<file path="src/rtl/id_ex_skid.sv">
// ID/EX pipeline register with a one-entry skid buffer.
// Registered in_ready, in-order payload flow, flush and stall counter.
module id_ex_skid #(
  parameter int DATA_W = 32
) (
  input  logic              clk,
  input  logic              rst_n,
  input  logic              flush,
  input  logic              in_valid,
  output logic              in_ready,
  input  logic [6:0]        in_op,
  input  logic [4:0]        in_rd,
  input  logic [2:0]        in_funct3,
  input  logic [6:0]        in_funct7,
  input  logic [DATA_W-1:0] in_operand1,
  input  logic [DATA_W-1:0] in_operand2,
  input  logic [DATA_W-1:0] in_s_data,
  output logic              out_valid,
  input  logic              out_ready,
  output logic [6:0]        out_op,
  output logic [4:0]        out_rd,
  output logic [2:0]        out_funct3,
  output logic [6:0]        out_funct7,
  output logic [DATA_W-1:0] out_operand1,
  output logic [DATA_W-1:0] out_operand2,
  output logic [DATA_W-1:0] out_s_data,
  output logic              out_illegal,
  output logic [15:0]       stall_cnt
);

  localparam logic [6:0] OP_R = 7'b0110011;
  localparam logic [6:0] OP_I = 7'b0010011;
  localparam logic [6:0] OP_L = 7'b0000011;
  localparam logic [6:0] OP_S = 7'b0100011;
  localparam logic [6:0] OP_B = 7'b1100011;

  typedef struct packed {
    logic [6:0]        op;
    logic [4:0]        rd;
    logic [2:0]        f3;
    logic [6:0]        f7;
    logic [DATA_W-1:0] a;
    logic [DATA_W-1:0] b;
    logic [DATA_W-1:0] s;
    logic              ill;
  } ent_t;

  typedef enum logic [1:0] {
    EMPTY = 2'd0,
    BUSY  = 2'd1,
    FULL  = 2'd2
  } state_t;

  state_t      r_state;
  state_t      w_nxt;
  ent_t        r_main;
  ent_t        r_skid;
  ent_t        w_in;
  logic        r_main_v;
  logic        r_skid_v;
  logic        r_in_ready;
  logic [15:0] r_stall;
  logic        w_ill;
  logic        w_acc;
  logic        w_con;
  logic        w_ld_main_in;
  logic        w_ld_main_skid;
  logic        w_ld_skid;
  logic        w_clr_main;
  logic        w_clr_skid;

  assign w_acc = in_valid & r_in_ready;
  assign w_con = r_main_v & out_ready;

  // Flag opcodes outside the supported decode set.
  always_comb begin
    w_ill = 1'b1;
    case (in_op)
      OP_R, OP_I, OP_L, OP_S, OP_B: w_ill = 1'b0;
      default:                      w_ill = 1'b1;
    endcase
  end

  // Bundle the incoming payload with its illegal flag.
  always_comb begin
    w_in     = '0;
    w_in.op  = in_op;
    w_in.rd  = in_rd;
    w_in.f3  = in_funct3;
    w_in.f7  = in_funct7;
    w_in.a   = in_operand1;
    w_in.b   = in_operand2;
    w_in.s   = in_s_data;
    w_in.ill = w_ill;
  end

  // Next state and entry load/clear strobes.
  always_comb begin
    w_nxt          = r_state;
    w_ld_main_in   = 1'b0;
    w_ld_main_skid = 1'b0;
    w_ld_skid      = 1'b0;
    w_clr_main     = 1'b0;
    w_clr_skid     = 1'b0;
    unique case (r_state)
      EMPTY: begin
        if (w_acc) begin
          w_ld_main_in = 1'b1;
          w_nxt        = BUSY;
        end
      end
      BUSY: begin
        if (w_acc && w_con) begin
          w_ld_main_in = 1'b1;
        end else if (w_acc) begin
          w_ld_skid = 1'b1;
          w_nxt     = FULL;
        end else if (w_con) begin
          w_clr_main = 1'b1;
          w_nxt      = EMPTY;
        end
      end
      FULL: begin
        if (w_con) begin
          w_ld_main_skid = 1'b1;
          w_clr_skid     = 1'b1;
          w_nxt          = BUSY;
        end
      end
      default: begin
        w_clr_main = 1'b1;
        w_clr_skid = 1'b1;
        w_nxt      = EMPTY;
      end
    endcase
  end

  // State, valid bits, registered ready and both entries.
  always_ff @(posedge clk or negedge rst_n) begin
    if (!rst_n) begin
      r_state    <= EMPTY;
      r_main     <= '0;
      r_skid     <= '0;
      r_main_v   <= 1'b0;
      r_skid_v   <= 1'b0;
      r_in_ready <= 1'b0;
    end else if (flush) begin
      r_state    <= EMPTY;
      r_main     <= '0;
      r_skid     <= '0;
      r_main_v   <= 1'b0;
      r_skid_v   <= 1'b0;
      r_in_ready <= 1'b1;
    end else begin
      r_state    <= w_nxt;
      r_main_v   <= (w_nxt != EMPTY);
      r_skid_v   <= (w_nxt == FULL);
      r_in_ready <= (w_nxt != FULL);
      if (w_ld_main_in) begin
        r_main <= w_in;
      end else if (w_ld_main_skid) begin
        r_main <= r_skid;
      end else if (w_clr_main) begin
        r_main <= '0;
      end
      if (w_ld_skid) begin
        r_skid <= w_in;
      end else if (w_clr_skid) begin
        r_skid <= '0;
      end
    end
  end

  // Saturating count of cycles where EX holds off a valid payload.
  always_ff @(posedge clk or negedge rst_n) begin
    if (!rst_n) begin
      r_stall <= '0;
    end else if (r_main_v && !out_ready && r_stall != 16'hFFFF) begin
      r_stall <= r_stall + 16'd1;
    end
  end

  assign in_ready     = r_in_ready;
  assign out_valid    = r_main_v;
  assign out_op       = r_main.op;
  assign out_rd       = r_main.rd;
  assign out_funct3   = r_main.f3;
  assign out_funct7   = r_main.f7;
  assign out_operand1 = r_main.a;
  assign out_operand2 = r_main.b;
  assign out_s_data   = r_main.s;
  assign out_illegal  = r_main.ill;
  assign stall_cnt    = r_stall;

endmodule

</file>
<file path="config.mk">
export PLATFORM = sky130hd
export DESIGN_NAME = id_ex_skid
export DESIGN_NICKNAME = d
export VERILOG_FILES = /design/src/rtl/id_ex_skid.sv
export SDC_FILE = /design/constraint.sdc
export NUM_CORES = 1
export LEC_CHECK = 0
export CORE_UTILIZATION = 37
export DETAILED_ROUTE_END_ITERATION = 8
export HOLD_SLACK_MARGIN = 0.03
export PLACE_DENSITY = 0.65
export SETUP_SLACK_MARGIN = 0.02
export SLEW_MARGIN = 20
export SYNTH_ARGS = -nofsm -noshare
export SYNTH_HDL_FRONTEND = slang
export SYNTH_SLANG_ARGS = --single-unit
</file>
<file path="constraint.sdc">
create_clock -name clk -period 1.9 [get_ports clk]
set_clock_uncertainty 0.05 [all_clocks]
set_input_delay 0.38 -clock clk [delete_from_list [all_inputs] [get_ports clk]]
set_output_delay 0.38 -clock clk [all_outputs]
set_load 0.02 [all_outputs]
</file>
# ---- Word-level counts from Yosys, hierarchy flattened
# Cells that the tools add are included.
# Widths: inputs -> output; s select.
dict set report word_totals {
  inputBits 123
  register_bits 258
  wordCells 71
}
dict set report classes {
  n_bitwise 2
  n_reduce_logical 11
  n_eq_ne 9
  add_sub_neg 1
  muxes 28
}
# operator n
set op_table {}
lappend op_table {{$mux 119} 7}
lappend op_table {{$add 16x1->16 const B} 1}
lappend op_table {{$ne 16x16->1 const B} 1}
lappend op_table {{$eq 7x6->1 const B} 2}
lappend op_table {{$mux 2} 6}
lappend op_table {{$mux 1} 11}
lappend op_table {{$eq 7x2->1 const B} 1}
lappend op_table {{$eq 7x5->1 const B} 1}
lappend op_table {{$eq 7x7->1 const B} 1}
lappend op_table {{$pmux 1 s2} 3}
lappend op_table {{$pmux 2 s3} 1}
lappend op_table {{$reduce_or 5->1} 1}
lappend op_table {{$reduce_bool 4->1} 1}
lappend op_table {{$reduce_or 2->1} 2}
lappend op_table {{$logic_and 1x1->1} 3}
lappend op_table {{$reduce_bool 3->1} 1}
lappend op_table {{$and 1x1->1} 2}
lappend op_table {{$eq 2x1->1 const B} 1}
lappend op_table {{$eq 2x2->1 const B} 1}
lappend op_table {{$logic_not 2->1} 1}
lappend op_table {{$ne 2x2->1 const B} 1}
lappend op_table {{$reduce_bool 2->1} 1}
lappend op_table {{$logic_not 1->1} 1}

# ---- Depth between registers and ports, before layout
dict set report logic_depth {
  word_depth 9
  ltp_mapped 7
  ltp_nobuf 5
}

# ---- Worst setup path after synthesis
# Ideal clock, no wire load.
dict set report synth_timing {
  path_kind {reg-to-reg}
  startpoint {register r_stall[0], in the netlist stall_cnt[0]}
  endpoint {register r_stall[1], in the netlist stall_cnt[1]}
  setup_ns 0.125
  setup_slack_ns -0.151
  t_required_ns 1.725
  synth_period_minus_slack_ns 2.051
  stages_incl_launch_ff 5
  t_arrival_ns 1.876
  path_cell_list {dfrtp_1 ha_1 nand4_1 o41ai_4 mux2_2}
}
dict set report synth_via {
  elab_chain_len 2
  elab_cells_between_ends 3
}
# item line
set synth_lines {}
lappend synth_lines {{start, declared} 62} ;# logic [15:0] r_stall;
lappend synth_lines {{start signal, assigned} 179} ;# r_stall <= r_stall + 16'd1;
lappend synth_lines {{parallel branches: the longest is 2 deep, another holds $add 16x1->16} -}
# Parallel ways; which one is timed is not known.
# A chain may end at the register's enable or synchronous reset.

# ---- Final worst setup path
dict set report layout_timing {
  startpoint {register r_stall[12], in the netlist stall_cnt[12]}
  endpoint {output port stall_cnt[12]}
}
# item line
set layout_lines {}
lappend layout_lines {{end, declared} 28} ;# output logic [15:0] stall_cnt
# No word-level cell between the ends.

==> results by group <==
Run
  – MaxCap Viol Count: 0

Yosys
  – Synth area leader: dfrtp_1
  – Mapped cell area: 0.01052 mm2
  – Mapped Cells: 779
  – Syn_nets: 903
  – Ys async rst share: 1.000
  – Count leader, synth: dfrtp_1
  – Register area share after synthesis: 0.6136
  – Top cell type's share of synthesized area: 0.6136
  – Largest cells by area after synthesis: dfrtp_1 (61%), a22o_1 (9.9%), o2bb2ai_1 (9.9%)
  – Synth Flop Type: dfrtp_1
  – Total number of yosys warnings: 0
  – Synth cell count leaders: dfrtp_1 (258), a22o_1 (119), o2bb2ai_1 (119)
  – Synth unique cells: 42
  – Mapped Avg Cell Area: 13.51 um2
  – Synthesis-stage register bit count: 258
  – Post-synth EDFFs: 0

Worst hold path
  – HP Start: flush
  – Worst hold-check path type: input port to register
  – Worst Hold Path EP: r_state[0]$_DFF_PN0_
  – Hold Crit Depth: 2

Drt
  – DRT Pass-1 Iters: 5
  – Total number of vias: 8236
  – DRC viols: 0
  – Vias per std cell: 5.626
  – Routed Antenna Nets: 0
  – DRT iter0 DRCs: about 570
  – DR WL/cell: 20.07 um
  – WL final: 29380 um

Worst setup path
  – Worst Path Buf+Inv: 2
  – CP cell instances: buf_4 > dlygate4sd2_1
  – CP arrival: 1390 ps
  – Worst flop-to-flop path startpoint: r_state[0]$_DFF_PN0_
  – Flop2flop setup slack: 100 ps
  – FF-to-FF End: out_s_data[26]$_DFFE_PN0P_
  – Crit Path Class: register to primary output
  – CP max-delay cell: dfrtp_2
  – CP Launch Type: register
  – CP max stage delay: 400 ps
  – Worst Path Required: 1470 ps
  – CP top delay family: buffers and inverters
  – CP Capture Type: primary output
  – Cells on worst reg2reg path: 4
  – Crit-path max FO: 7

Timing
  – Final Hold Viols: 0
  – Max Freq: 549.2 MHz
  – Worst-margin pin slew: just under 800 ps
  – RSZ-0062 raised after global routing: yes
  – Final min period: between 1500 and 2000 ps
  – Setup violations, final: 0
  – Setup tns final: 0 ps
  – Period utilisation layout: 0.9583
  – Slew HR: 0.4844
  – Slew Limit Fails: 0

Placement
  – Hpwl dp: 18360 um
  – Dpl cell area: 0.01384 mm2
  – Buffers on Ports: 259
  – Routability congestion estimate from global placement: 0.7614

GRT
  – Initial antenna violation count: 0
  – Total track usage: 0.1980
  – First-pass GRT wire length: ~46000 um
  – Vias in the first global route: 8165
  – Largest net degree at the start of global routing: 65
  – Overflow after GRT: 0

Clock tree
  – CTS tree: built
  – Sink Count: about 260
  – Num CTS Buffers: 28
  – CTS Root Cell: clkbuf_16
  – CTS max path bufs: 3
  – Clk Latency, worst-skew pair: 520 ps
  – Clock Pin Slew Worst Setup and Hold Paths: 60 ps
  – H-tree depth: 1

Pwr
  – PD cells: about 1000 mW/mm2
  – VDD IR-drop max: 0.0005570 V
  – Lkg Pwr: 6.944 nW

Floorplanning
  – Die X: 170.6 um
  – Std-Cell Rows: between 60 and 70
  – Initial core utilization: 0.3777
  – Core area: 0.02786 mm2
  – Die outline height: approximately 170 um
  – Area of the die: 0.02911 mm2
  – Num ports: 260

Cells and area
  – FF/Latch Area: 0.006461 mm2
  – Final nets: approximately 1.2k
  – Fillcell total: 2442
  – Area grow syn2layout: 40.15%
  – Final instance area: 0.01475 mm2
  – Antenna diode count: 0
  – Area taken by multi-input logic gates: approximately 0.0036 mm2
  – Layout cells sized above 1: 0.1344

Run status
  – Outcome: completed
placed cells by master (no fill, tap or decap), types with 3 or more instances in the layout:
cell type        Yosys  final
dfrtp_2              0      4
nor2_1               8      8
dlygate4sd2_1        0    137
and2_4               0      3
clkinv_2             0     10
buf_12              11     15
clkbuf_8             0      5
buf_4                0     58
bufinv_16            0      5
dfrtp_1            258    254
a21oi_1              4      3
xor2_1               7      7
nand4_1              4      4
xnor2_1              4      4
nand3_1              6      6
mux2_2               3      3
clkdlybuf4s50_1      0    120
nor2b_1              3      3
a22o_1             119    119
nand2_1              8      8
o2bb2ai_1          119    119
a22oi_1            118    118
clkbuf_16            0     29
nor3_1               3      3
inv_1                5      5
state kept, by name, summed over array words and instances, names as in the netlist:
name / count
in_ready: 1
out_funct3: 3
out_funct7: 7
out_illegal: 1
out_op: 7
out_operand1: 32
out_operand2: 32
out_rd: 5
out_s_data: 32
out_valid: 1
r_skid: 119
r_state: 2
stall_cnt: 16
where the power goes:
group / switching (W) / internal [W] / total, W
Sequential: 0.000324 / 0.00595 / 0.00627
Combinational: 0.00153 / 0.00115 / 0.00268
Clock: 0.00221 / 0.00365 / 0.00586
Total: 0.00406 / 0.0107 / 0.0148
metrics by stage:
stage	hold WS [ps]	util	worst slack (ps)	total power (W)	cells
final	58.87	0.5293	79.32	0.01481	1464
after CTS	33.16	0.5274	43.74	0.01492	1463
after floorplan	34.41	-	26.53	0.007783	779
after global placement	264.7	0.4970	-371.2	0.009231	1410
after detailed placement	264.9	0.4970	-422.4	0.009245	1410
after global routing	37.25	0.5293	15.94	0.01542	1464
area by class of cell:
cell class                      count  share of cell area
Multi-Input combinational cell    437              0.2440
Clock buffer                       36             0.05439
Clock inverter                     16             0.01409
Inverter                            5            0.001273
Tap cell                          378             0.03207
Timing Repair Buffer              334              0.2160
Sequential cell                   258              0.4382
worst max path at each step:
| stage | from | endpoint | slack (ps) | cells after the start |
|---|---|---|---|---|
| 2_1_floorplan | stall_cnt[15]$_DFFE_PN0P_ | stall_cnt[1]$_DFFE_PN0P_ | 30 | 3 |
| 3_3_place_gp | out_ready | out_operand2[30]$_DFFE_PN0P_ | -370 | 6 |
| 3_5_place_dp | out_ready | out_operand2[21]$_DFFE_PN0P_ | -420 | 6 |
| 4_1_cts | out_valid$_DFF_PN0_ | out_operand2[10]$_DFFE_PN0P_ | 40 | 5 |
| 5_1_grt | r_state[0]$_DFF_PN0_ | out_operand1[30]$_DFFE_PN0P_ | 20 | 4 |
| 6_report | stall_cnt[12]$_DFFE_PN0P_ | stall_cnt[12] | 80 | 2 |
repair_timing:
| item | CTS | global route |
|---|---|---|
| gates resized for setup | 137 | 8 |
| hold buffers | 1 | 0 |
| endpoints found under the setup margin | 137 | 96 |
| setup buffers | 0 | 1 |
| gates cloned | 0 | 0 |
| endpoints found under the hold margin | 37 | 0 |
| pin swaps | 0 | 4 |
kinds of logic after synthesis:
group | share of synthesized area
adders and majority gates | 0.001189
AOI/OAI and AO/OA | 0.2981
buffers and inverters | 0.05090
DFF | 0.6136
xor gates and xnor gates | 0.009157
and+or+nand+nor | 0.02378
muxes | 0.003211
routing by layer:
metal,global-route usage,wire [um],vias to the layer above
li1,-,-,3679
met1,0.2906,13540,4200
met2,0.3017,13380,314
met3,0.03077,1789,43
met4,0.05680,669,0
met5,0,0,-
No activity file was read; power rests on OpenSTA's default activity.
